File: src/rtl/mips25_mem_pkg.sv
// Shared types and defaults for the memory responder.
package mips25_mem_pkg;

   localparam int unsigned DEF_LATENCY = 2;
   localparam int unsigned DEF_DEPTH   = 256;
   localparam int unsigned CNT_W       = 3;

   typedef enum logic [1:0] {
      IDLE,
      WAIT,
      DONE,
      HOLD
   } state_t;

   typedef enum logic {
      REQ_READ,
      REQ_WRITE
   } req_t;

endpackage

File: src/rtl/mem_responder_if.sv
// Control-unit side bus of the memory responder.
interface mem_responder_if;

   logic       ReadEn;
   logic       WriteEn;
   logic [7:0] Adr;
   logic [7:0] WD;
   logic       PreWr;
   logic [7:0] PreAdr;
   logic [7:0] PreData;
   logic [7:0] RD;
   logic       MemReady;
   logic       Busy;
   logic       ErrBar;
   logic [7:0] AccCount;

   modport master (
      output ReadEn, WriteEn, Adr, WD, PreWr, PreAdr, PreData,
      input  RD, MemReady, Busy, ErrBar, AccCount
   );

   modport slave (
      input  ReadEn, WriteEn, Adr, WD, PreWr, PreAdr, PreData,
      output RD, MemReady, Busy, ErrBar, AccCount
   );

endinterface

File: src/rtl/mem_array_8b.sv
// Byte-wide storage: one synchronous write port, one registered read port.
// Contents are never reset; only the read register is.
module mem_array_8b #(
   parameter int unsigned DEPTH = 256,
   parameter int unsigned AW    = 8
) (
   input  logic          clk,
   input  logic          rst_n,
   input  logic          we,
   input  logic [AW-1:0] waddr,
   input  logic [7:0]    wdata,
   input  logic          re,
   input  logic [AW-1:0] raddr,
   output logic [7:0]    rdata
);

   logic [7:0] mem [DEPTH];

   // Write port.
   always_ff @(posedge clk) begin
      if (we) begin
         mem[waddr] <= wdata;
      end
   end

   // Read register; holds its value until the next read.
   always_ff @(posedge clk or negedge rst_n) begin
      if (!rst_n) begin
         rdata <= '0;
      end else if (re) begin
         rdata <= mem[raddr];
      end
   end

endmodule

File: src/rtl/mem_responder.sv
// Memory responder: accepts one read or write strobe in IDLE, waits LATENCY
// cycles, performs the access, pulses MemReady, then waits for the strobes
// to drop before accepting again.
module mem_responder
   import mips25_mem_pkg::*;
#(
   parameter int unsigned LATENCY = DEF_LATENCY,
   parameter int unsigned DEPTH   = DEF_DEPTH
) (
   input  logic           Fclk,
   input  logic           ResetBar,
   mem_responder_if.slave bus
);

   localparam int unsigned AW = (DEPTH > 1) ? $clog2(DEPTH) : 1;

   // Addresses wrap modulo DEPTH.
   function automatic logic [AW-1:0] idx_of(input logic [7:0] a);
      return AW'(32'(a) % DEPTH);
   endfunction

   state_t           state, state_n;
   logic [CNT_W-1:0] cnt, cnt_n;
   logic [7:0]       lat_adr, adr_n;
   logic [7:0]       lat_wd, wd_n;
   req_t             lat_kind, kind_n;
   logic             rdy_q, rdy_n;
   logic             busy_q, busy_n;
   logic             err_q, err_n;
   logic [7:0]       acc_q, acc_n;

   logic             mem_we, mem_re, wr_en;
   logic [AW-1:0]    mem_waddr;
   logic [7:0]       mem_wdata;
   logic [7:0]       rd_q;

   // Next-state, latch, counter and memory-port control.
   always_comb begin
      state_n   = state;
      cnt_n     = cnt;
      adr_n     = lat_adr;
      wd_n      = lat_wd;
      kind_n    = lat_kind;
      rdy_n     = 1'b0;
      err_n     = err_q;
      acc_n     = acc_q;
      mem_we    = 1'b0;
      mem_re    = 1'b0;
      mem_waddr = idx_of(lat_adr);
      mem_wdata = lat_wd;
      case (state)
         IDLE: begin
            if (bus.ReadEn != bus.WriteEn) begin
               state_n = WAIT;
               cnt_n   = CNT_W'(LATENCY);
               adr_n   = bus.Adr;
               wd_n    = bus.WD;
               kind_n  = bus.WriteEn ? REQ_WRITE : REQ_READ;
            end else if (bus.ReadEn) begin
               err_n = 1'b0;
            end else if (bus.PreWr) begin
               mem_we    = 1'b1;
               mem_waddr = idx_of(bus.PreAdr);
               mem_wdata = bus.PreData;
            end
         end
         WAIT: begin
            if (cnt != '0) begin
               cnt_n = cnt - 1'b1;
            end else begin
               state_n = DONE;
               rdy_n   = 1'b1;
               acc_n   = acc_q + 8'd1;
               if (lat_kind == REQ_WRITE) begin
                  mem_we = 1'b1;
               end else begin
                  mem_re = 1'b1;
               end
            end
         end
         DONE: begin
            state_n = HOLD;
         end
         HOLD: begin
            if (!bus.ReadEn && !bus.WriteEn) begin
               state_n = IDLE;
            end
         end
         default: begin
            state_n = IDLE;
         end
      endcase
      busy_n = (state_n == WAIT) || (state_n == DONE);
   end

   // State and registered outputs.
   always_ff @(posedge Fclk or negedge ResetBar) begin
      if (!ResetBar) begin
         state    <= IDLE;
         cnt      <= '0;
         lat_adr  <= '0;
         lat_wd   <= '0;
         lat_kind <= REQ_READ;
         rdy_q    <= 1'b0;
         busy_q   <= 1'b0;
         err_q    <= 1'b1;
         acc_q    <= '0;
      end else begin
         state    <= state_n;
         cnt      <= cnt_n;
         lat_adr  <= adr_n;
         lat_wd   <= wd_n;
         lat_kind <= kind_n;
         rdy_q    <= rdy_n;
         busy_q   <= busy_n;
         err_q    <= err_n;
         acc_q    <= acc_n;
      end
   end

   // Write port is gated so nothing lands in memory while reset is held.
   assign wr_en = mem_we & ResetBar;

   mem_array_8b #(
      .DEPTH (DEPTH),
      .AW    (AW)
   ) u_array (
      .clk   (Fclk),
      .rst_n (ResetBar),
      .we    (wr_en),
      .waddr (mem_waddr),
      .wdata (mem_wdata),
      .re    (mem_re),
      .raddr (idx_of(lat_adr)),
      .rdata (rd_q)
   );

   assign bus.RD       = rd_q;
   assign bus.MemReady = rdy_q;
   assign bus.Busy     = busy_q;
   assign bus.ErrBar   = err_q;
   assign bus.AccCount = acc_q;

endmodule

File: src/flat_wrapper.sv
// flat-port wrapper written by rule: the top's interface ports become plain ports
module mem_responder_flat import mips25_mem_pkg::*;
#(
   parameter int unsigned LATENCY = DEF_LATENCY,
   parameter int unsigned DEPTH   = DEF_DEPTH
)
  (Fclk, ResetBar, bus_ReadEn, bus_WriteEn, bus_Adr, bus_WD, bus_PreWr, bus_PreAdr, bus_PreData, bus_RD, bus_MemReady, bus_Busy, bus_ErrBar, bus_AccCount);
  mem_responder_if bus_i ();
  input  logic Fclk;
  input  logic ResetBar;
  input wire logic [$bits(bus_i.ReadEn)-1:0] bus_ReadEn;
  input wire logic [$bits(bus_i.WriteEn)-1:0] bus_WriteEn;
  input wire logic [$bits(bus_i.Adr)-1:0] bus_Adr;
  input wire logic [$bits(bus_i.WD)-1:0] bus_WD;
  input wire logic [$bits(bus_i.PreWr)-1:0] bus_PreWr;
  input wire logic [$bits(bus_i.PreAdr)-1:0] bus_PreAdr;
  input wire logic [$bits(bus_i.PreData)-1:0] bus_PreData;
  output wire logic [$bits(bus_i.RD)-1:0] bus_RD;
  output wire logic [$bits(bus_i.MemReady)-1:0] bus_MemReady;
  output wire logic [$bits(bus_i.Busy)-1:0] bus_Busy;
  output wire logic [$bits(bus_i.ErrBar)-1:0] bus_ErrBar;
  output wire logic [$bits(bus_i.AccCount)-1:0] bus_AccCount;
  assign bus_i.ReadEn = bus_ReadEn;
  assign bus_i.WriteEn = bus_WriteEn;
  assign bus_i.Adr = bus_Adr;
  assign bus_i.WD = bus_WD;
  assign bus_i.PreWr = bus_PreWr;
  assign bus_i.PreAdr = bus_PreAdr;
  assign bus_i.PreData = bus_PreData;
  assign bus_RD = bus_i.RD;
  assign bus_MemReady = bus_i.MemReady;
  assign bus_Busy = bus_i.Busy;
  assign bus_ErrBar = bus_i.ErrBar;
  assign bus_AccCount = bus_i.AccCount;
  mem_responder #(.LATENCY(LATENCY), .DEPTH(DEPTH)) u_core (.Fclk(Fclk), .ResetBar(ResetBar), .bus(bus_i));
endmodule
File: config.mk
export PLATFORM = sky130hd
export DESIGN_NAME = mem_responder_flat
export DESIGN_NICKNAME = d
export VERILOG_FILES = /design/src/rtl/mips25_mem_pkg.sv /design/src/rtl/mem_responder_if.sv /design/src/rtl/mem_array_8b.sv /design/src/rtl/mem_responder.sv /design/src/flat_wrapper.sv
export SDC_FILE = /design/constraint.sdc
export NUM_CORES = 2
export LEC_CHECK = 0
export CORE_MARGIN = 2
export CORE_UTILIZATION = 30
export DETAILED_ROUTE_END_ITERATION = 12
export PLACE_DENSITY = 0.53
export SYNTH_ARGS = -nofsm -noshare
export SYNTH_HDL_FRONTEND = slang
export SYNTH_HIERARCHICAL = 1
export SYNTH_SLANG_ARGS = --single-unit
export TNS_END_PERCENT = 5
File: constraint.sdc
create_clock -name Fclk -period 4.5 [get_ports Fclk]
set_input_delay 0.9 -clock Fclk [delete_from_list [all_inputs] [get_ports Fclk]]
set_output_delay 0.9 -clock Fclk [all_outputs]
set_load 0.1 [all_outputs]
# == Yosys cells after proc, flatten, opt, wreduce, memory -nomap -nowiden ==
# Memory sizes are Yosys's and may differ from the RTL's. A register that Yosys moved wholly into a read port is not among the register bits.
# Index checks and enable logic that the tools add are counted.
# Widths: inputs -> output; s select.
# totals
regBits,33
ram_bits,2048
input_bits,37
wordCells,64
n_memories,1
# mem_list
name,words,width,rd,rd_ports_with_merged_regs,wr,line_no,rtl
u_core.u_array.mem,256,8,1,1,1,mem_array_8b.sv:17,logic [7:0] mem [DEPTH];
# op_classes
n_addsub,2
eq_ne,8
muxes,29
bitwise_logic,3
reduce_logical,12
# op_table
operator,n
$mux 8,8
$mux 1,13
$add 8x1->8 const B,1
$pmux 2 s4,1
$eq 2x2->1 const B,3
$mux 2,3
$mux 3,2
$pmux 3 s2,1
$reduce_and 3->1,2
$eq 2x1->1 const B,2
$ne 2x1->1 const B,2
$reduce_and 2->1,2
$logic_not 1->1,3
$reduce_bool 3->1,1
$sub 3x1->3 const B,1
$logic_not 2->1,1
$not 1->1,2
$pmux 1 s2,1
$reduce_bool 2->1,1
$and 1x1->1,1
$logic_and 1x1->1,1
$logic_or 1x1->1,1
$ne 1x1->1,1

# == Logic depth before layout (Yosys ltp) ==
# depth
word_depth,7
mapped_depth,13
ltp_nobuf,11

# == Hierarchy ==
# Netlist, hierarchy kept.
# modules_own_cells
module,instances,cells_per_inst,area_each_um2
mem_array_8b,1,3816,79961.7
mem_responder,1,131,1752.9

# == Least setup slack after synthesis ==
# OpenSTA, ideal clock, no wires.
# synth_timing
path_type,input -> register
start,input bus_ReadEn
end,"memory u_core.u_array.mem[0][7], data pin"
setup_time_ps,556
t_arrival_ps,3459
path_slack_ps,485
stages,6
path_buffers,1
path_cell_list,inv_1 -> ha_1 -> nor2_1 -> and3_1 -> buf_6 -> mux2_2
# synth_via
elab_chain_cells,3
elab_cells_between_ends,4
cone_classes,eq/ne (1); mux (3)
# synth_rtl
item,line_no,rtl
start: declaration,flat_wrapper.sv:11,input wire logic [$bits(bus_i.ReadEn)-1:0] bus_ReadEn;
$mux 8 or $ne 1x1->1 (tied branches),"mem_responder.sv:59, mem_responder.sv:53",
$mux 8 (*),mem_responder.sv:53,if (bus.ReadEn != bus.WriteEn) begin
$mux 8 (*),mem_responder.sv:51,case (state)
named net u_core.mem_wdata[7],mem_responder.sv:34,logic [7:0] mem_wdata;
end: declaration,mem_array_8b.sv:17,
# Mark *: on every way through the listed nets, which the timed path passes. The rest lies on a longest branch.

==> results_dict.tcl <==
set metrics [dict create \
    gp_congestion 0.860 \
    core_area_sq_um 271000 \
    power_switching_mw 21.2 \
    synth_edf_count 2048 \
    worstMarginPinSlew_ns 1.10 \
    grt_pass1_wl_microns 337000 \
    crit_start "u_core/lat_adr[0]" \
    grt_usage 0.171 \
    grt_pass1_vias 42400 \
    drtIter0Drc 5351 \
    cts_buffer_depth 3 \
    skew_ns 0.0520 \
    via_per_inst 5.16 \
    worstSkewPairLatency_ns 0.87 \
    crit_fanout 22 \
    ys.flop_type "edfxtp_1" \
    intPower_mw 41.3 \
    cts_root_buf "clkbuf_16" \
    pin_count 56 \
    cts.clk_slew.worst_paths_ns 0.06 \
    hold_buffers 0 \
    async_flop_share 0.0196 \
    numCtsBuffers 209 \
    cts_resized 0 \
    post-route-util 0.358 \
    syn_avg_cell_area_sq_um 20.7 \
    wl_per_cell_microns 29.1 \
    status "finished, final reports clean" \
    initial_core_util 0.302 \
    p_sw_frac 0.340 \
    drtAntennaViolNets 0 \
    clock_power_share 0.275 \
    cp-start-kind "flip-flop" \
    drtPass1Iterations 5 \
    antenna_found_initial 8 \
    seqPwrFrac 0.399 \
    setup-violations-final 0 \
    ys_seq_area_frac 0.765 \
    cts_sinks 2089 \
    period_share 0.883 \
    drive_gt1_frac 0.291 \
    dp.cells 7881 \
    syn_to_final_growth_pct 18.5 \
    finalHoldViolCount 0 \
    num_rows 191 \
    worst_slew_margin_rel 0.253 \
    hp-class "in -> async" \
    cts_tree "built" \
    grt-ovfl-total 0 \
    syn_nets 3989 \
    maxCapViolCount 0 \
    hpwl_microns 159000 \
    p_comb_frac 0.326 \
    synth.cell_area_sq_um 81700 \
    tns_ns 0 \
    dieWidth_microns 526 \
    leakage_nw 30.8 \
    endpoint_kind "flip-flop" \
    fmax_ghz 0.252 \
    period_minus_slack_ns 3.98 \
    required_ns 5.23 \
    crit_type "reg -> reg" \
    synth_seq_cells 2089 \
    syn-instance-count 3947 \
    ir_drop_mv 0.425 \
    dieArea_sq_um 277000 \
    rsz0062_at_grt "false" \
    yosysWarnings 6 \
    fp.dieH_microns 526 \
    ctsHtreeMaxLevel 4 \
    powerDensity_nw_per_um2 646 \
    fillCellCount 24900 \
    reg2reg_slack_ns 0.52 \
    reg2reg_from "u_core/lat_adr[0]" \
    drc 0 \
    ys_types 76 \
    postCtsSetupRepairBufs 0 \
    grt_start_max_net_pins 109 \
    final_max_slew_viol_count 0 \
    vias 42600 \
    fin_nets 4564 \
    wl_microns 240000 \
    cp.arrival_ns 4.71 \
    fin_cells 8268 \
    port_buffers 55 \
]
[path summary, 6_finish.rpt]
kind / endpoint / depth (start not counted)
hold / removal: u_core/cnt[0] / 2
hold reg to reg: u_core/bus.AccCount[7] / 1
setup reg to reg: u_core/u_array/rdata[5] / 9
min in group Fclk: u_core/bus.AccCount[7] / 1
setup / recovery: u_core/u_array/rdata[5] / 9
max in group asynchronous: u_core/lat_adr[0] / 2
[cell type report]
cell class                 count  area, sq um  share of cell area
sequential                  2089        62500               0.646
tap                         3570         4470              0.0461
multi-input combinational   1603        17700               0.183
antenna                        3         7.51           0.0000775
inverter                      13         51.3            0.000530
clock buffer                 262         5510              0.0569
clock inverter               122         1180              0.0122
timing repair buffer         606         5380              0.0556
[cell families (layout without fill, tap and decap cells)]
| family | count (synthesis) | after routing | synth area share |
|---|---|---|---|
| flops | 2089 | 2089 | 0.765 |
| mux | 666 | 666 | 0.151 |
| simple gates | 573 | 573 | 0.0312 |
| compound gates | 352 | 352 | 0.0305 |
| buf+inv | 255 | 1003 | 0.0201 |
| xor+xnor | 7 | 7 | 0.000750 |
| fa+ha+maj | 5 | 5 | 0.000766 |
| other cells | 0 | 3 | 0 |
[registers in the layout, summed over array words and instances (netlist names)]
register,count
u_core/bus.AccCount,8
u_core/bus.Busy,1
u_core/bus.ErrBar,1
u_core/bus.MemReady,1
u_core/cnt,3
u_core/lat_adr,8
u_core/lat_kind,1
u_core/lat_wd,8
u_core/state,2
u_core/u_array/mem,2048
u_core/u_array/rdata,8
[power groups by stage]
stage          combinational (mW)  sequential, mW  clock [mW]
2_1_floorplan                11.3            25.4           0
6_report                     20.4            25.0        17.2
5_1_grt                      21.3            25.0        18.2
4_1_cts                      20.5            25.0        17.5
3_5_place_dp                 20.5            25.4           0
3_3_place_gp                 20.3            25.4           0
[critical path, stage by stage (launching register included)]
cell and delay (ns):
dfrtp_4 0.85, buf_12 0.29, buf_4 0.26, mux4_2 0.56, and2_0 0.17, a2111oi_1 0.85
a21oi_1 0.23, nand4_1 0.17, a2111oi_0 0.12, a221o_1 0.32
[through the flow]
stage | worst slack [ns] | total power [mW] | hold slack, ns | instance area [sq um]
after floorplan | 0.485 | 36.7 | 0.477 | 81700
after global placement | -0.162 | 45.7 | 0.463 | 90100
after detailed placement | -0.185 | 45.9 | 0.472 | 90100
after CTS | 0.281 | 63.0 | 0.204 | 96800
after global routing | 0.275 | 64.5 | 0.247 | 96800
final | 0.525 | 62.5 | 0.241 | 96800
[Yosys cell counts, types with 20 or more instances]
cell type	instances	area (sq um)
o21ai_0	26	130
nor2_1	301	1130
a21oi_1	40	200
dfrtp_1	40	1000
clkbuf_1	89	334
a211oi_1	24	180
mux4_2	443	9980
buf_6	49	552
buf_4	21	158
nor3_1	41	205
edfxtp_1	2048	61500
mux2_2	26	293
nand3_1	54	270
o221ai_1	33	289
nand2_1	83	312
a22oi_1	54	405
buf_2	63	315
nand4_1	23	144
o22ai_1	77	482
mux2_4	20	300
mux2i_1	174	1740
[per-layer routing]
| metal | routed length [microns] | up-vias | part of all wire | global-route usage |
|---|---|---|---|---|
| met5 | 13 | - | 0.000054 | 0 |
| met4 | 8370 | 2 | 0.035 | 0.0598 |
| met3 | 17500 | 323 | 0.073 | 0.0295 |
| met2 | 114000 | 1785 | 0.47 | 0.273 |
| met1 | 101000 | 23000 | 0.42 | 0.236 |
| li1 | - | 17600 | - | - |
[cell usage in the layout (no fill, tap or decap), types with 12 or more instances in the layout]
cell type        instances
edfxtp_1              2048
buf_4                  495
mux4_2                 443
nor2_1                 300
clkbuf_16              213
mux2i_1                174
nand2_1                 82
o22ai_1                 77
buf_12                  56
clkdlybuf4s50_1         54
nand3_1                 54
a22oi_1                 54
clkbuf_1                49
clkinv_2                41
nor3_1                  40
a21oi_1                 39
clkinv_1                37
dfrtp_1                 35
o221ai_1                33
o21ai_0                 26
mux2_2                  25
a211oi_1                24
nand4_1                 23
bufinv_16               19
a221oi_1                15
nor2b_1                 13
mux2_4                  13
a31oi_1                 13
a22o_1                  13
a2111oi_0               12
No activity file was read; power rests on OpenSTA's default activity.
